--- config.mk ---
export PLATFORM = sky130hd
export DESIGN_NAME = seq_divider_flat
export DESIGN_NICKNAME = d
export VERILOG_FILES = /design/src/rtl/seq_divider_if.sv /design/src/rtl/seq_divider.sv /design/src/flat_wrapper.sv
export SDC_FILE = /design/constraint.sdc
export NUM_CORES = 1
export LEC_CHECK = 0
export CORE_UTILIZATION = 50
export DETAILED_ROUTE_END_ITERATION = 10
export PLACE_DENSITY = 0.84
export SYNTH_ARGS = -nofsm -noshare
export SYNTH_HDL_FRONTEND = slang
export SYNTH_SLANG_ARGS = --single-unit
export TNS_END_PERCENT = 30
--- constraint.sdc ---
create_clock -name clk -period 2.61 [get_ports clk]
set_input_delay 0.522 -clock clk [delete_from_list [all_inputs] [get_ports clk]]
set_output_delay 0.522 -clock clk [all_outputs]
set_load 0.01 [all_outputs]
--- src/rtl/seq_divider_if.sv ---
// rtl/seq_divider_if.sv - start/busy/done handshake and operand/result bundle for seq_divider
interface seq_divider_if #(
    parameter int w = 32
);
    logic         start;
    logic [w-1:0] dividend;
    logic [w-1:0] divisor;
    logic [w-1:0] quotient;
    logic [w-1:0] remainder;
    logic         busy;
    logic         done;
    logic         div_by_zero;

    modport master (
        output start, dividend, divisor,
        input  quotient, remainder, busy, done, div_by_zero
    );

    modport slave (
        input  start, dividend, divisor,
        output quotient, remainder, busy, done, div_by_zero
    );
endinterface

--- src/rtl/seq_divider.sv ---
// rtl/seq_divider.sv - iterative unsigned restoring divider, one quotient bit per clock
module seq_divider #(
    parameter int w = 32
) (
    input  logic        clk,
    input  logic        rst_n,
    seq_divider_if.slave bus
);
    localparam int CNT_W = (w > 2) ? $clog2(w) : 1;
    localparam logic [CNT_W-1:0] LAST = CNT_W'(w - 1);

    typedef enum logic [1:0] {IDLE, RUN, FIN} state_t;

    state_t       state;
    logic [w-1:0] r;
    logic [w-1:0] q;
    logic [w-1:0] d;
    logic [CNT_W-1:0] cnt;
    logic         dbz;

    logic [w-1:0] quotient_r;
    logic [w-1:0] remainder_r;
    logic         busy_r;
    logic         done_r;
    logic         dbz_out_r;

    // Shifted partial remainder carries one extra bit so the compare cannot overflow.
    logic [w:0]   r_sh;
    logic         ge;
    logic [w-1:0] diff;

    always_comb begin
        r_sh = {r, q[w-1]};
        ge   = (r_sh >= {1'b0, d});
        diff = r_sh[w-1:0] - d;
    end

    always_ff @(posedge clk) begin
        if (!rst_n) begin
            state       <= IDLE;
            r           <= '0;
            q           <= '0;
            d           <= '0;
            cnt         <= '0;
            dbz         <= 1'b0;
            quotient_r  <= '0;
            remainder_r <= '0;
            busy_r      <= 1'b0;
            done_r      <= 1'b0;
            dbz_out_r   <= 1'b0;
        end else begin
            done_r <= 1'b0;
            case (state)
                IDLE: begin
                    if (bus.start) begin
                        r         <= '0;
                        q         <= bus.dividend;
                        d         <= bus.divisor;
                        cnt       <= '0;
                        busy_r    <= 1'b1;
                        dbz_out_r <= 1'b0;
                        dbz       <= (bus.divisor == '0);
                        state     <= (bus.divisor == '0) ? FIN : RUN;
                    end
                end
                RUN: begin
                    r   <= ge ? diff : r_sh[w-1:0];
                    q   <= {q[w-2:0], ge};
                    cnt <= cnt + 1'b1;
                    if (cnt == LAST) begin
                        state <= FIN;
                    end
                end
                FIN: begin
                    // On divide-by-zero q still holds the untouched dividend.
                    quotient_r  <= dbz ? '1 : q;
                    remainder_r <= dbz ? q : r;
                    dbz_out_r   <= dbz;
                    done_r      <= 1'b1;
                    busy_r      <= 1'b0;
                    state       <= IDLE;
                end
                default: state <= IDLE;
            endcase
        end
    end

    assign bus.quotient    = quotient_r;
    assign bus.remainder   = remainder_r;
    assign bus.busy        = busy_r;
    assign bus.done        = done_r;
    assign bus.div_by_zero = dbz_out_r;
endmodule

--- src/flat_wrapper.sv ---
// flat-port wrapper written by rule: the top's interface ports become plain ports
module seq_divider_flat 
#(
    parameter int w = 32
)
  (clk, rst_n, bus_start, bus_dividend, bus_divisor, bus_quotient, bus_remainder, bus_busy, bus_done, bus_div_by_zero);
  seq_divider_if #(.w(w)) bus_i ();
  input  logic clk;
  input  logic rst_n;
  input wire logic [$bits(bus_i.start)-1:0] bus_start;
  input wire logic [$bits(bus_i.dividend)-1:0] bus_dividend;
  input wire logic [$bits(bus_i.divisor)-1:0] bus_divisor;
  output wire logic [$bits(bus_i.quotient)-1:0] bus_quotient;
  output wire logic [$bits(bus_i.remainder)-1:0] bus_remainder;
  output wire logic [$bits(bus_i.busy)-1:0] bus_busy;
  output wire logic [$bits(bus_i.done)-1:0] bus_done;
  output wire logic [$bits(bus_i.div_by_zero)-1:0] bus_div_by_zero;
  assign bus_i.start = bus_start;
  assign bus_i.dividend = bus_dividend;
  assign bus_i.divisor = bus_divisor;
  assign bus_quotient = bus_i.quotient;
  assign bus_remainder = bus_i.remainder;
  assign bus_busy = bus_i.busy;
  assign bus_done = bus_i.done;
  assign bus_div_by_zero = bus_i.div_by_zero;
  seq_divider #(.w(w)) u_core (.clk(clk), .rst_n(rst_n), .bus(bus_i));
endmodule
==> flow_summary_export.csv <==
group,metric,value,unit
sta,worst_slew_pin_slew,0.819,ns
synthesis,synthAdderAreaFrac,4.90,%
clocking,numCtsBuffers,17,
floorplan,io_pins,134,
place,place_area,0.0111,mm2
synthesis,muxShareOfSynthArea,6.28,%
synthesis,syn_nets,1205,
route,vias,9142,
route,dr.pass1.iters,5,
setup_path,crit_fanout,9,
sta,period_minus_slack,2.83,ns
sta,relSlewSlack,45.4,%
sta,max_freq,353,MHz
synthesis,synth_cell_types,61,
floorplan,core_region_area,0.0175,mm2
final_layout,n_fill_cell,1247,
sta,fin_ws,-0.222,ns
route,wl,28700,um
sta,hold_viol,0,
final_layout,layout-area-overhead-vs-synth,38.0,%
hold_path,hold_class,"in2reg",
synthesis,synth_edf_count,0,
final_layout,multi_input_area,0.00571,mm2
clocking,clock_latency,0.44,ns
place,dp_hpwl,18400,um
global_routing,track_usage,29.1,%
place,gp_congestion,0.962,
final_layout,num_antenna_cells,0,
global_routing,grt_overflow,0,
synthesis,synth_compound_area_share,20.1,%
route,drcViolationCount,0,
route,wl_met1,11700,um
floorplan,die_height,137,um
synthesis,synth_xor_area_share,2.51,%
global_routing,grt_max_degree,134,
floorplan,die_area,0.0187,mm2
floorplan,rows,48,
final_layout,final_area,0.0125,mm2
clocking,path_clk_slew,0.07,ns
synthesis,synthFlopType,"dfxtp_1",
route,vias_per_cell,5.99,
sta,rsz0062_at_grt,"true",
synthesis,syn_avg_cell_area,8.23,um2
route,avgRoutedWirePerCell,18.8,um
route,dr_wl_met3,2490,um
clocking,clock_path_buffers,2,
sta,setup_violations,33,
setup_path,critPathArrivalTime,3.14,ns
route,wl_met2,13300,um
final_layout,final_common_cell,"nand2_1",
route,postRouteAntennaNets,0,
synthesis,synth_area,0.00908,mm2
final_layout,layout.nets,1389,
power,power_density,1490,mW/mm2
setup_path,end_kind,"flip-flop",
synthesis,synthCells,1103,
sta,drv_slew,0,
synthesis,async_reset_ff_share,0,%
sta,fin_worst_skew,0.0131,ns
power,vdd_drop_max,0.00153,V
synthesis,ys_ff_latch,171,
power,p_leak,5.45,nW
outcome,failed_checks,"negative setup slack",
final_layout,final_cell_mix,"nand2_1 (215), dfxtp_1 (156), clkdlybuf4s50_1 (132), buf_4 (96), o211a_1 (63)",
setup_path,cp.required,2.92,ns
outcome,status,"finished, violations left",
sta,fin_crit_sh,109,%
final_layout,seq_area,0.00344,mm2
place,place_inst,1471,
final_layout,drive_gt1_share,18.5,%
final_layout,instances_no_fill,1525,
global_routing,antenna_found_initial,0,
global_routing,grt_pass1_vias,8481,
setup_path,worstSetupStartpointType,"flip-flop",
clocking,cts.sinks,171,
synthesis,yosysSeqAreaShare,37.7,%
synthesis,ys_warn_count,0,
synthesis,synthSimpleGateAreaFrac,23.1,%
synthesis,synth_top_family_by_area,"simple AND/OR/NAND/NOR gates",
route,routed.top_layer,"met4",
place,numPortBuffers,133,
floorplan,die_x,137,um
clocking,cts_tree,"built",
flow_run,cap_violations,0,
route,drt_iter0_drc,831,
setup_path,path_class,"reg2reg",
floorplan,initial_core_util,51.8,%
clocking,hold_buffers,0,
clocking,htreeDepth,4,
clocking,cts_root_buf,"clkbuf_16",
global_routing,grt_pass1_wl,42400,um
[timing repair]
action,in CTS,in global routing
pin swaps,12,27
gates cloned,1,0
setup endpoints to repair,32,32
gates resized for setup,53,56
setup buffers,13,8
[flip-flops by register name (all words and copies together) (netlist names)]
register	cells
u_core.bus.busy	1
u_core.bus.div_by_zero	1
u_core.bus.done	1
u_core.bus.quotient	32
u_core.bus.remainder	32
u_core.cnt	5
u_core.d	32
u_core.dbz	1
u_core.q	32
u_core.r	32
u_core.state	2
[kinds of logic after synthesis]
| group | after synthesis |
|---|---|
| muxes | 57 |
| adders and majority gates | 35 |
| xor gates and xnor gates | 26 |
| AOI/OAI and AO/OA | 240 |
| DFF | 171 |
| and+or+nand+nor | 454 |
| buffers and inverters | 120 |
[cells in the mapped netlist (2+ instances only)]
master / n / share of area, %
a22o_1: 3 / 0.29
nor3_1: 42 / 2.3
o211a_1: 63 / 6.9
a21boi_0: 35 / 2.9
o21ai_1: 29 / 1.6
buf_1: 7 / 0.29
o211ai_1: 8 / 0.66
nand2b_1: 5 / 0.34
dfxtp_1: 171 / 38
nor2_1: 58 / 2.4
buf_6: 3 / 0.37
buf_4: 3 / 0.25
nor4_1: 12 / 0.83
nor2b_1: 10 / 0.69
a311o_1: 2 / 0.22
buf_2: 7 / 0.39
a31oi_1: 6 / 0.41
and2_1: 5 / 0.34
nor3b_1: 33 / 2.7
a21oi_1: 35 / 1.9
a32oi_1: 2 / 0.19
o21a_1: 2 / 0.17
or2_2: 3 / 0.21
nand2_1: 220 / 9.1
o31ai_1: 2 / 0.17
o21ai_0: 16 / 0.88
nand3_1: 45 / 2.5
xnor2_1: 16 / 1.5
inv_1: 39 / 1.6
clkbuf_1: 61 / 2.5
ha_1: 34 / 4.7
a21o_1: 16 / 1.3
mux2i_1: 57 / 6.3
nand4_1: 9 / 0.62
xor2_1: 10 / 0.96
o2bb2a_1: 4 / 0.44
a211oi_1: 2 / 0.17
nand3b_1: 2 / 0.17
and3_1: 4 / 0.28
[stage by stage]
step / worst slack [ns] / hold WS (ns) / TNS [ns] / utilization [%] / total power, W
4_1_cts: -0.0265 / 0.395 / -0.0761 / 69.7 / 0.0169
5_1_grt: -0.278 / 0.397 / -6.46 / 71.5 / 0.0193
2_1_floorplan: 0.0107 / 0.415 / 0 / - / 0.00928
3_5_place_dp: -0.139 / 0.450 / -1.69 / 63.5 / 0.0121
6_report: -0.222 / 0.402 / -4.31 / 71.5 / 0.0186
3_3_place_gp: -0.0966 / 0.428 / -0.274 / 63.5 / 0.0119
[power breakdown]
part / internal, W / switching, W
Combinational: 0.00653 / 0.00627
Clock: 0.00145 / 0.00112
Sequential: 0.00291 / 0.000353
[metal layers]
layer	up-vias	GRT usage (%)
li1	4234	-
met1	4335	37.7
met2	468	48.8
met3	105	4.52
met4	0	10.8
met5	-	0
[path summary, 6_finish.rpt]
path / startpoint / end / slack, ns / depth (start not counted)
hold / removal: rst_n / u_core.state[0] / 0.40 / 2
setup reg to reg: u_core.d[18] / u_core.r[19] / -0.22 / 13
hold reg to reg: u_core.d[2] / u_core.d[2] / 0.47 / 2
setup / recovery: u_core.d[18] / u_core.r[19] / -0.22 / 13
[cell type report]
type / instances / area share [%]
multi-input combinational: 812 / 45.6
sequential: 171 / 27.5
clock inverter: 12 / 1.10
inverter: 39 / 1.17
clock buffer: 20 / 3.56
tap: 225 / 2.25
timing repair buffer: 246 / 18.9
[worst max-delay path, cell delays in order (launching register included)]
cell and delay [ns]:
dfxtp_2 0.33, inv_1 0.07, ha_4 0.30, nand3_4 0.10, nor4_4 0.45, nand2b_4 0.11, o32ai_4 0.26, o221ai_2 0.18
o21ai_4 0.19, buf_4 0.14, buf_12 0.12, buf_12 0.14, mux2i_1 0.22, o21ai_1 0.10
Power figures use the tool's default switching activity.
